===== src/rtl/run_controller.sv =====
// Run sequencer: owns the data-memory port while the core is held in Start,
// clears/preloads DM, runs the core with an Ack timeout and streams back a result window.
module run_controller #(
   parameter int DW       = 8,
   parameter int AW       = 8,
   parameter int CLEAR_EN = 1,
   parameter int RES_BASE = 5,
   parameter int RES_LEN  = 4,
   parameter int TIMEOUT  = 4096,
   parameter int CW       = 16
) (
   input  logic          Clk,
   input  logic          Reset,
   input  logic          Go,
   input  logic          LdValid,
   output logic          LdReady,
   input  logic [AW-1:0] LdAddr,
   input  logic [DW-1:0] LdData,
   input  logic          LdLast,
   output logic          DmWrEn,
   output logic [AW-1:0] DmAddr,
   output logic [DW-1:0] DmWrData,
   input  logic [DW-1:0] DmRdData,
   output logic          Start,
   input  logic          Ack,
   output logic          ResValid,
   output logic [DW-1:0] ResData,
   output logic [AW-1:0] ResIdx,
   output logic          ResLast,
   output logic          Busy,
   output logic          Done,
   output logic          TimedOut,
   output logic [CW-1:0] CycleCount
);

   typedef enum logic [2:0] {
      S_IDLE  = 3'd0,
      S_CLEAR = 3'd1,
      S_LOAD  = 3'd2,
      S_RUN   = 3'd3,
      S_READ  = 3'd4,
      S_DONE  = 3'd5
   } state_e;

   localparam logic [AW-1:0] RES_BASE_W = AW'(RES_BASE);
   localparam logic [AW:0]   RES_LEN_W  = (AW+1)'(RES_LEN);
   localparam logic [CW:0]   TIMEOUT_W  = (CW+1)'(TIMEOUT);

   state_e        state_q, state_d;
   logic          start_q, start_d;
   logic          busy_q, busy_d;
   logic          done_q, done_d;
   logic          tout_q, tout_d;
   logic [CW-1:0] cnt_q, cnt_d;
   logic [AW-1:0] addr_q, addr_d;
   logic          wr_en_q, wr_en_d;
   logic [AW:0]   iss_q, iss_d;
   logic          res_valid_q, res_valid_d;
   logic          res_last_q, res_last_d;
   logic [DW-1:0] res_data_q, res_data_d;
   logic [AW-1:0] res_idx_q, res_idx_d;
   logic          load_beat_s;
   logic          launch_s;
   logic [CW:0]   inc_s;

   assign load_beat_s = (state_q == S_LOAD) & LdValid;

   // Next-state and registered-output logic for the sequencer
   always_comb begin
      state_d     = state_q;
      start_d     = start_q;
      busy_d      = busy_q;
      done_d      = done_q;
      tout_d      = tout_q;
      cnt_d       = cnt_q;
      addr_d      = addr_q;
      wr_en_d     = wr_en_q;
      iss_d       = iss_q;
      res_valid_d = 1'b0;
      res_last_d  = 1'b0;
      res_data_d  = res_data_q;
      res_idx_d   = res_idx_q;
      launch_s    = 1'b0;
      inc_s       = {1'b0, cnt_q} + {{CW{1'b0}}, 1'b1};

      case (state_q)
         S_IDLE: begin
            launch_s = Go;
         end
         S_DONE: begin
            busy_d   = 1'b0;
            done_d   = 1'b1;
            launch_s = Go & ~busy_q;
         end
         S_CLEAR: begin
            addr_d = addr_q + {{(AW-1){1'b0}}, 1'b1};
            if (addr_q == {AW{1'b1}}) begin
               state_d = S_LOAD;
               wr_en_d = 1'b0;
            end else begin
               wr_en_d = 1'b1;
            end
         end
         S_LOAD: begin
            if (load_beat_s && LdLast) begin
               state_d = S_RUN;
               start_d = 1'b0;
               cnt_d   = {CW{1'b0}};
            end else begin
               state_d = S_LOAD;
            end
         end
         S_RUN: begin
            if (Ack) begin
               state_d = S_READ;
               start_d = 1'b1;
               addr_d  = RES_BASE_W;
               iss_d   = {(AW+1){1'b0}};
            end else begin
               // Saturate rather than wrap so a huge TIMEOUT never aliases to a small count
               cnt_d = inc_s[CW] ? cnt_q : inc_s[CW-1:0];
               if (inc_s == TIMEOUT_W) begin
                  tout_d  = 1'b1;
                  start_d = 1'b1;
                  state_d = S_DONE;
               end else begin
                  state_d = S_RUN;
               end
            end
         end
         S_READ: begin
            iss_d  = iss_q + {{AW{1'b0}}, 1'b1};
            addr_d = addr_q + {{(AW-1){1'b0}}, 1'b1};
            // DmRdData in issue cycle j belongs to the address issued in cycle j-1
            if (iss_q != {(AW+1){1'b0}}) begin
               res_valid_d = 1'b1;
               res_data_d  = DmRdData;
               res_idx_d   = iss_q[AW-1:0] - {{(AW-1){1'b0}}, 1'b1};
               res_last_d  = (iss_q == RES_LEN_W);
            end else begin
               res_valid_d = 1'b0;
            end
            if (iss_q == RES_LEN_W) begin
               state_d = S_DONE;
            end else begin
               state_d = S_READ;
            end
         end
         default: begin
            state_d = S_IDLE;
         end
      endcase

      if (launch_s) begin
         done_d = 1'b0;
         tout_d = 1'b0;
         cnt_d  = {CW{1'b0}};
         busy_d = 1'b1;
         addr_d = {AW{1'b0}};
         if (CLEAR_EN != 0) begin
            state_d = S_CLEAR;
            wr_en_d = 1'b1;
         end else begin
            state_d = S_LOAD;
            wr_en_d = 1'b0;
         end
      end else begin
         launch_s = 1'b0;
      end
   end

   // State and output registers with synchronous reset
   always_ff @(posedge Clk) begin
      if (Reset) begin
         state_q     <= S_IDLE;
         start_q     <= 1'b1;
         busy_q      <= 1'b0;
         done_q      <= 1'b0;
         tout_q      <= 1'b0;
         cnt_q       <= {CW{1'b0}};
         addr_q      <= {AW{1'b0}};
         wr_en_q     <= 1'b0;
         iss_q       <= {(AW+1){1'b0}};
         res_valid_q <= 1'b0;
         res_last_q  <= 1'b0;
         res_data_q  <= {DW{1'b0}};
         res_idx_q   <= {AW{1'b0}};
      end else begin
         state_q     <= state_d;
         start_q     <= start_d;
         busy_q      <= busy_d;
         done_q      <= done_d;
         tout_q      <= tout_d;
         cnt_q       <= cnt_d;
         addr_q      <= addr_d;
         wr_en_q     <= wr_en_d;
         iss_q       <= iss_d;
         res_valid_q <= res_valid_d;
         res_last_q  <= res_last_d;
         res_data_q  <= res_data_d;
         res_idx_q   <= res_idx_d;
      end
   end

   assign LdReady    = (state_q == S_LOAD);
   assign DmWrEn     = wr_en_q | load_beat_s;
   assign DmAddr     = load_beat_s ? LdAddr : addr_q;
   assign DmWrData   = load_beat_s ? LdData : {DW{1'b0}};
   assign Start      = start_q;
   assign ResValid   = res_valid_q;
   assign ResData    = res_data_q;
   assign ResIdx     = res_idx_q;
   assign ResLast    = res_last_q;
   assign Busy       = busy_q;
   assign Done       = done_q;
   assign TimedOut   = tout_q;
   assign CycleCount = cnt_q;

endmodule


===== config.mk =====
export PLATFORM = sky130hd
export DESIGN_NAME = run_controller
export DESIGN_NICKNAME = d
export VERILOG_FILES = /design/src/rtl/run_controller.sv
export SDC_FILE = /design/constraint.sdc
export NUM_CORES = 1
export LEC_CHECK = 0
export ABC_AREA = 1
export CORE_MARGIN = 5
export CORE_UTILIZATION = 30
export CTS_CLUSTER_DIAMETER = 150
export CTS_CLUSTER_SIZE = 30
export DETAILED_ROUTE_END_ITERATION = 8
export SLEW_MARGIN = 0
export SYNTH_ARGS = -nofsm -noshare
export SYNTH_HDL_FRONTEND = slang
export SYNTH_SLANG_ARGS = --single-unit
export TNS_END_PERCENT = 50

===== constraint.sdc =====
create_clock -name Clk -period 1.9 [get_ports Clk]
set_input_delay 0.285 -clock Clk [delete_from_list [all_inputs] [get_ports Clk]]
set_output_delay 0.285 -clock Clk [all_outputs]
set_load 0.05 [all_outputs]

* Word-level counts from Yosys, hierarchy flattened
Cells that the tools add are included.
** Word-level totals
- Bits in registers :: 59
- Output and inout bits :: 56
- Word-level logic and storage cells :: 91
** Cells by class
- Add/sub/neg operators :: 4
- Equal/unequal tests :: 16
- Multiplexer cells :: 28
- Bitwise gates (word level) :: 8
- Reductions and logical operators :: 21
** Operators with widths (number)
- 16-bit two-way mux :: 3
- 16-bit one-hot mux with 2 select lines :: 1
- 8-bit two-way mux :: 3
- 9-bit one-hot mux with 2 select lines :: 1
- 16-bit by 1-bit adder with 17-bit output (second input constant) :: 1
- 17-bit by 13-bit == test with 1-bit output (second input constant) :: 1
- 8-bit one-hot mux with 2 select lines :: 1
- 3-bit one-hot mux with 5 select lines :: 1
- 1-bit two-way mux :: 12
- 2-bit AND reduction :: 5
- 2-bit nonzero test :: 5
- 9-bit by 1-bit adder with 9-bit output (second input constant) :: 1
- 9-bit by 3-bit == test with 1-bit output (second input constant) :: 1
- 3-bit two-way mux :: 3
- 9-bit two-way mux :: 1
- 9-bit nonzero test :: 1
- 8-bit by 1-bit adder with 8-bit output (second input constant) :: 1
- 8-bit == test (second input constant) :: 1
- 2-bit != test (second input constant) :: 4
- 2-bit OR reduction :: 4
- 8-bit by 1-bit subtractor with 8-bit output (second input constant) :: 1
- 3-bit by 2-bit == test with 1-bit output (second input constant) :: 2
- 3-bit == test (second input constant) :: 2
- 3-bit != test (second input constant) :: 2
- other kinds (11) :: 19

* Depth between registers and ports, before layout
Gate-level depths: netlist (run 1).
- Depth after elaboration :: 6
- Mapped depth :: 15

* Worst setup path before layout (run 1)
OpenSTA, ideal clock, no wires.
- Path type :: reg-to-output
- Start point :: reg state_q[2]
- End point :: out DmAddr[0]
- Arrival :: 2.054 ns
- Required time :: 1.615 ns
- Slack :: -0.439 ns
- Cell stages (with the launch flop) :: 8
- Path buffers :: 1
- Cells stage by stage :: dfxtp_1 -> nor2_2 -> inv_2 -> nor2_4 -> nand2_4 -> inv_4 -> clkbuf_1 -> o21ai_0
** Between the ends
- Word-level cells in the longest chain between the ends :: 3
** Ends and longest elaborated chain
- start: declaration :: RTL line 49 : state_e state_q, state_d;
- start signal: assignment :: RTL line 189 : state_q <= state_d;
- 3-bit by 2-bit == test with 1-bit output
- via LdReady :: RTL line 16 : output logic LdReady,
- 1-bit AND :: RTL line 66 : assign load_beat_s = (state_q == S_LOAD) & LdValid;
- 8-bit two-way mux :: RTL line 207 : assign DmAddr = load_beat_s ? LdAddr : addr_q;
- end: declaration :: RTL line 21 : output logic [AW-1:0] DmAddr,
The timed path passes the listed nets, and every way through them passes these cells.

* Worst setup path after layout (run 1)
- Start point :: reg state_q[1]
- End point :: out DmAddr[0]
** Between the ends
- Word-level cells in the longest chain between the ends :: 3
** Ends and longest elaborated chain (RTL line)
- 3-bit by 2-bit == test with 1-bit output :: 66
- 1-bit AND :: 66
- 8-bit two-way mux :: 207
Every way passes these cells.

==> results_dict.tcl, run 1 <==
set metrics [dict create \
    clk_latency_ps 330 \
    port_buffers 85 \
    netlist_area_um2 3330 \
    rows 38 \
    ir_drop_v 0.000433 \
    dp.cells 722 \
    fin_util_pct 46.6 \
    fin_hold_ws_ps 454 \
    grt_util_all_layers_pct 14.6 \
    stdcell_count 746 \
    reg2reg_from "CycleCount[7]" \
    num_antenna_cells 0 \
    synth_fp_nets 535 \
    critical_path.max_fanout 5 \
    fin_setup_tns_ps 0 \
    fin_skew_ps 9.33 \
    post-dp-hpwl_mm 7.16 \
    wl_per_cell_um 12.8 \
    crit_path_start "state_q[1]" \
    via_count 3550 \
    ys_warn_count 0 \
    clkTransAtPathRegs_ps 60 \
    synthSimpleGateAreaFrac_pct 33.1 \
    finalMaxSlewViolations 0 \
    power.density_nw_per_um2 504 \
    cp_top_family "buffers and inverters" \
    initial_utilization_pct 30.6 \
    antenna_found_initial 0 \
    htreeDepth 3 \
    clkSinkCount 59 \
    nets 636 \
    grt_overflow 0 \
    critical_path_arrival_ps 1560 \
    finalHoldViolCount 0 \
    chipHeight_um 115 \
    yosys.area.top_type "dfxtp_1" \
    muxShareOfSynthArea_pct 0 \
    hp-class "flip-flop to flip-flop" \
    max_freq_ghz 0.541 \
    synthArstFlopShare_pct 0 \
    root_buffer "clkbuf_8" \
    path_class "flip-flop to output pin" \
    synth_top_area_share_pct 35.4 \
    setup_viol 0 \
    crit_slowest_cell "dfxtp_2" \
    leakage_nw 2.08 \
    avgSynthCellArea_um2 6.67 \
    ant_nets 0 \
    synth_area_leaders "dfxtp_1 (35%), nand2_1 (13%), nor2_1 (7.5%), o21ai_0 (6.3%), inv_1 (6.0%)" \
    drtIter0Drc 201 \
    drive_gt1_share_pct 22.8 \
    synth-edff-count 0 \
    coreArea_um2 10900 \
    max-cap-violations 0 \
    synth_compound_area_share_pct 19.9 \
    crit_cells 10 \
    vias_per_cell 4.76 \
    period_needed_ps 1850 \
    fillers 1098 \
    synth_xor_area_share_pct 0.788 \
    max_stage_delay_ps 340 \
    worstHoldStart "Done" \
    cts_hold_buffers 0 \
    cts_max_path_buffers 2 \
    worst-path-buf-inv 5 \
    synth-seq-area-share_pct 35.4 \
    cts_tree "built" \
    ys_ff_latch 59 \
    io_pins 86 \
    crit_chain "inv_2 > nor2_4 > inv_2 > nor2_4 > nand2_4 > inv_8 > buf_8 > nand2_1 > o21ai_2 > buf_12" \
    die_width_um 115 \
    finalWeightedCongestion 0.899 \
    power_mw 2.56 \
    crit_path_start_kind "flip-flop" \
    drc 0 \
    drt_wl_total_mm 9.58 \
    synth_ff_type "dfxtp_1" \
    grt_pass1_vias 3352 \
    status "complete, no violations" \
    fin_crit_sh_pct 97.2 \
    rr_worst_depth 12 \
    cp-end-kind "output pin" \
    area_growth_syn_to_layout_pct 52.4 \
    synthAdderAreaFrac_pct 1.88 \
    grt_pass1_wl_mm 15.9 \
    maxSlewHeadroom_pct 64.8 \
    drtPass1Iterations 5 \
    hold_path_depth 2 \
    grt_max_degree 24 \
    crit_required_ps 1620 \
    worst_slew_pin_slew_ps 526 \
    die-area_um2 13300 \
    synth_cell_type_count 36 \
    synthCells 500 \
    synth_top_family_by_area "simple AND/OR/NAND/NOR gates" \
    numCtsBuffers 9 \
    rsz0062_at_grt "yes" \
]
-- worst register-to-register path, delay by kind of cell, from the launching register on --
kind / cells / cell delay (ps)
simple gates: 12 / 1270
flops: 1 / 390
-- final timing paths --
kind | end | slack [ps]
worst min register to register | Done | 450
worst min-delay path | Done | 450
worst max-delay path | DmAddr[0] | 50
worst max register to register | state_q[1] | 120
-- area by class of cell --
cell class,instances,area (µm²),share of cell area [%]
sequential,59,1200,23.7
inverter,60,233,4.58
clock inverter,2,10.0,0.197
timing repair buffer,103,1230,24.3
multi-input combinational,368,2050,40.3
clock buffer,14,173,3.40
tap,140,175,3.45
-- Yosys cell counts (3+ instances only) --
master,instances
or2_2,3
nand4_1,10
o21ai_0,42
buf_2,5
a21oi_1,37
nor3_1,6
a211oi_2,12
a211oi_1,5
ha_1,5
dfxtp_1,59
nand2_1,119
nand3b_1,3
a31oi_1,3
nor2_1,67
nand2_2,3
nor2_2,10
clkbuf_1,4
nand3_1,25
inv_2,6
inv_1,53
-- metrics by stage --
step           instance area (µm²)  setup slack (ps)
6_report                      5080              53.1
5_1_grt                       5080             -34.2
4_1_cts                       4900             -39.1
3_5_place_dp                  4620              31.4
3_3_place_gp                  4620              61.2
2_1_floorplan                 3390             -31.3
-- power breakdown --
part	leakage, nW	switching [mW]	internal, mW
clock	0.0965	0.476	0.578
combinational	1.50	0.132	0.119
sequential	0.484	0.0105	1.24
-- kinds of logic after synthesis --
group / after synthesis
AO/OA/AOI/OAI: 107
XOR/XNOR: 3
adder cells (fa/ha/maj): 5
buffers and inverters: 73
flip-flops: 59
AND/OR/NAND/NOR: 253
-- state kept, by name (all words and copies together), names as in the netlist --
name,count
Busy,1
CycleCount,16
Done,1
ResData,8
ResIdx,8
ResLast,1
ResValid,1
Start,1
TimedOut,1
addr_q,8
iss_q,9
state_q,3
wr_en_q,1
-- metal layers --
| metal | share of wire (%) | track usage (%) | up-vias |
|---|---|---|---|
| li1 | - | - | 1849 |
| met1 | 47 | 19.4 | 1584 |
| met2 | 45 | 23.1 | 106 |
| met3 | 7.3 | 5.16 | 11 |
| met4 | 0.83 | 2.58 | 0 |
| met5 | 0 | 0 | - |
-- timing repair --
| item | in CTS | in global routing |
|---|---|---|
| endpoints found under the setup margin | 15 | 40 |
| pin swaps | 3 | 4 |
| endpoints found under the hold margin | 0 | 0 |
| gates cloned | 1 | 0 |
| buffers inserted | 6 | 1 |
| resized for setup | 12 | 47 |
-- cells in the final DEF (no fill, tap or decap), drive strengths merged --
master         instances
dfxtp                 59
a221oi                 2
nor4                   1
clkinv                 2
a21oi                 37
nand3                 25
o22ai                  1
ha                     5
nor2                  79
o21bai                 1
xnor2                  2
o21ai                 44
nand3b                 3
nor3                   6
nand4                 10
and2                   2
or2                    3
a31oi                  3
nand2                124
clkbuf                14
a22oi                  1
dlygate4sd2            1
a211oi                17
a311oi                 1
xor2                   1
inv                   60
clkdlybuf4s50         60
buf                   37
dlymetal6s2s           5
No activity file was read; power rests on OpenSTA's default activity.
==> inputs of run 2 (changes only) <==
Settings changed: CORE_UTILIZATION 30 to 49, PLACE_DENSITY set to 0.8.
==> results_dict.tcl, run 2 (same netlist as run 1, synthesis figures left out) <==
set metrics [dict create \
    grt_pass1_vias 3428 \
    drtIter0Drc 185 \
    area_growth_syn_to_layout_pct 49.9 \
    crit_required_ps 1620 \
    r2r-end "state_q[1]" \
    ir_drop_v 0.000448 \
    final_cell_mix "nand2_1 (109), clkdlybuf4s50_1 (63), nor2_1 (54)" \
    use_met1_pct 26.9 \
    htreeDepth 3 \
    vias_per_cell 5.43 \
    r2r_setup_slack_ps 90 \
    dp.cells 662 \
    die_width_um 92.5 \
    cp-end-kind "output pin" \
    status "complete, no violations" \
    drtPass1Iterations 5 \
    grt_use_met3_pct 4.96 \
    leakage_nw 2.04 \
    fin_setup_tns_ps 0 \
    crit_path_start_kind "flip-flop" \
    port_buffers 85 \
    cp_top_family "simple AND/OR/NAND/NOR gates" \
    nets 640 \
    coreArea_um2 6720 \
    worst-path-buf-inv 4 \
    num_antenna_cells 0 \
    drc 0 \
    hp-class "flip-flop to flip-flop" \
    finalMaxSlewViolations 0 \
    clk_latency_ps 340 \
    power_mw 2.55 \
    cts_hold_buffers 0 \
    use_met2_pct 41.0 \
    grt_pass1_wl_mm 15.7 \
    cts_tree "built" \
    fin_util_pct 74.4 \
    finalWeightedCongestion 0.877 \
    setup_viol 0 \
    drive_gt1_share_pct 24.3 \
    grt_util_all_layers_pct 22.4 \
    grt_max_degree 24 \
    crit_cells 9 \
    maxSlewHeadroom_pct 63.5 \
    numCtsBuffers 9 \
    rows 30 \
    finalHoldViolCount 0 \
    root_buffer "clkbuf_8" \
    path_class "flip-flop to output pin" \
    io_pins 86 \
    antenna_found_initial 0 \
    drt_wl_total_mm 10.3 \
    critical_path_arrival_ps 1600 \
    via_count 3749 \
    grt-busiest-layer "met2" \
    ant_nets 0 \
    power.density_nw_per_um2 510 \
    grt_overflow 0 \
    initial_utilization_pct 49.6 \
    max_freq_ghz 0.530 \
    period_needed_ps 1890 \
    clkSinkCount 59 \
    fin_skew_ps 11.7 \
    largest_reg_flops 16 \
    stdcell_count 690 \
    fillers 518 \
    critical_path.max_fanout 9 \
    rsz0062_at_grt "yes" \
    max-cap-violations 0 \
    worst_slew_pin_slew_ps 545 \
    reg2reg_from "CycleCount[4]" \
    max_stage_delay_ps 340 \
    mostFrequentLayoutCell "nand2_1" \
    wl_per_cell_um 14.9 \
    fin_crit_sh_pct 99.3 \
    crit_path_end "DmAddr[4]" \
    crit_path_start "state_q[1]" \
    die-area_um2 8550 \
    clkTransAtPathRegs_ps 70 \
    chipHeight_um 92.5 \
    cts_max_path_buffers 2 \
    crit_chain "inv_2 > nor2_4 > inv_2 > nor2_4 > nand2_4 > buf_4 > nand2_1 > nand2_2 > buf_12" \
    post-dp-hpwl_mm 7.12 \
    rr_worst_depth 12 \
    crit_slowest_cell "dfxtp_2" \
]
==> run 2: worst register-to-register path, delay by kind of cell, from the launching register on <==
family           cells  cell delay (ps)
AND/OR/NAND/NOR     12             1330
flip-flops           1              390
==> run 2: cell type report <==
| type | count | area [µm²] | area share [%] |
|---|---|---|---|
| Timing Repair Buffer | 107 | 1230 | 24.6 |
| Tap cell | 80 | 100 | 2.00 |
| Inverter | 60 | 233 | 4.66 |
| Multi-Input combinational cell | 368 | 2040 | 40.9 |
| Sequential cell | 59 | 1210 | 24.3 |
| Clock buffer | 12 | 155 | 3.11 |
| Clock inverter | 4 | 23.8 | 0.476 |
==> run 2: what timing repair did <==
action | CTS | global route
buffers inserted | 7 | 4
resized for setup | 13 | 46
cloned | 1 | 0
pin swaps | 2 | 14
endpoints found under the setup margin | 14 | 31
hold endpoints to repair | 0 | 0
==> run 2: worst min path at each step <==
stage               slack, ps   endpoint  cells past startpoint  startpoint
floorplan                 360   iss_q[6]                      1       Reset
CTS                       460      Start                      2       Start
finish                    460  addr_q[0]                      1   addr_q[0]
detailed placement        450       Done                      2        Done
global placement          440      Start                      2       Start
global route              470  addr_q[0]                      1   addr_q[0]
==> run 2: where the power goes <==
group	total (mW)	switching [mW]	internal (mW)
sequential	1.25	0.0119	1.24
combinational	0.261	0.139	0.121
clock	1.04	0.496	0.541
total	2.55	0.647	1.90
==> run 2: per-layer routing <==
layer  routed length (µm)  up-vias
met2                 5570      123
met4                   74        0
li1                     -     1852
met3                  479       11
met1                 4180     1763
met5                    0        -
==> run 2: through the flow <==
stage / hold WS (ps) / area (µm²) / setup slack, ps
2_1_floorplan: 363 / 3390 / -31.3
3_3_place_gp: 439 / 4520 / 19.5
3_5_place_dp: 451 / 4520 / 21.2
4_1_cts: 463 / 4810 / -4.86
5_1_grt: 466 / 5000 / -66.2
6_report: 455 / 5000 / 13.0
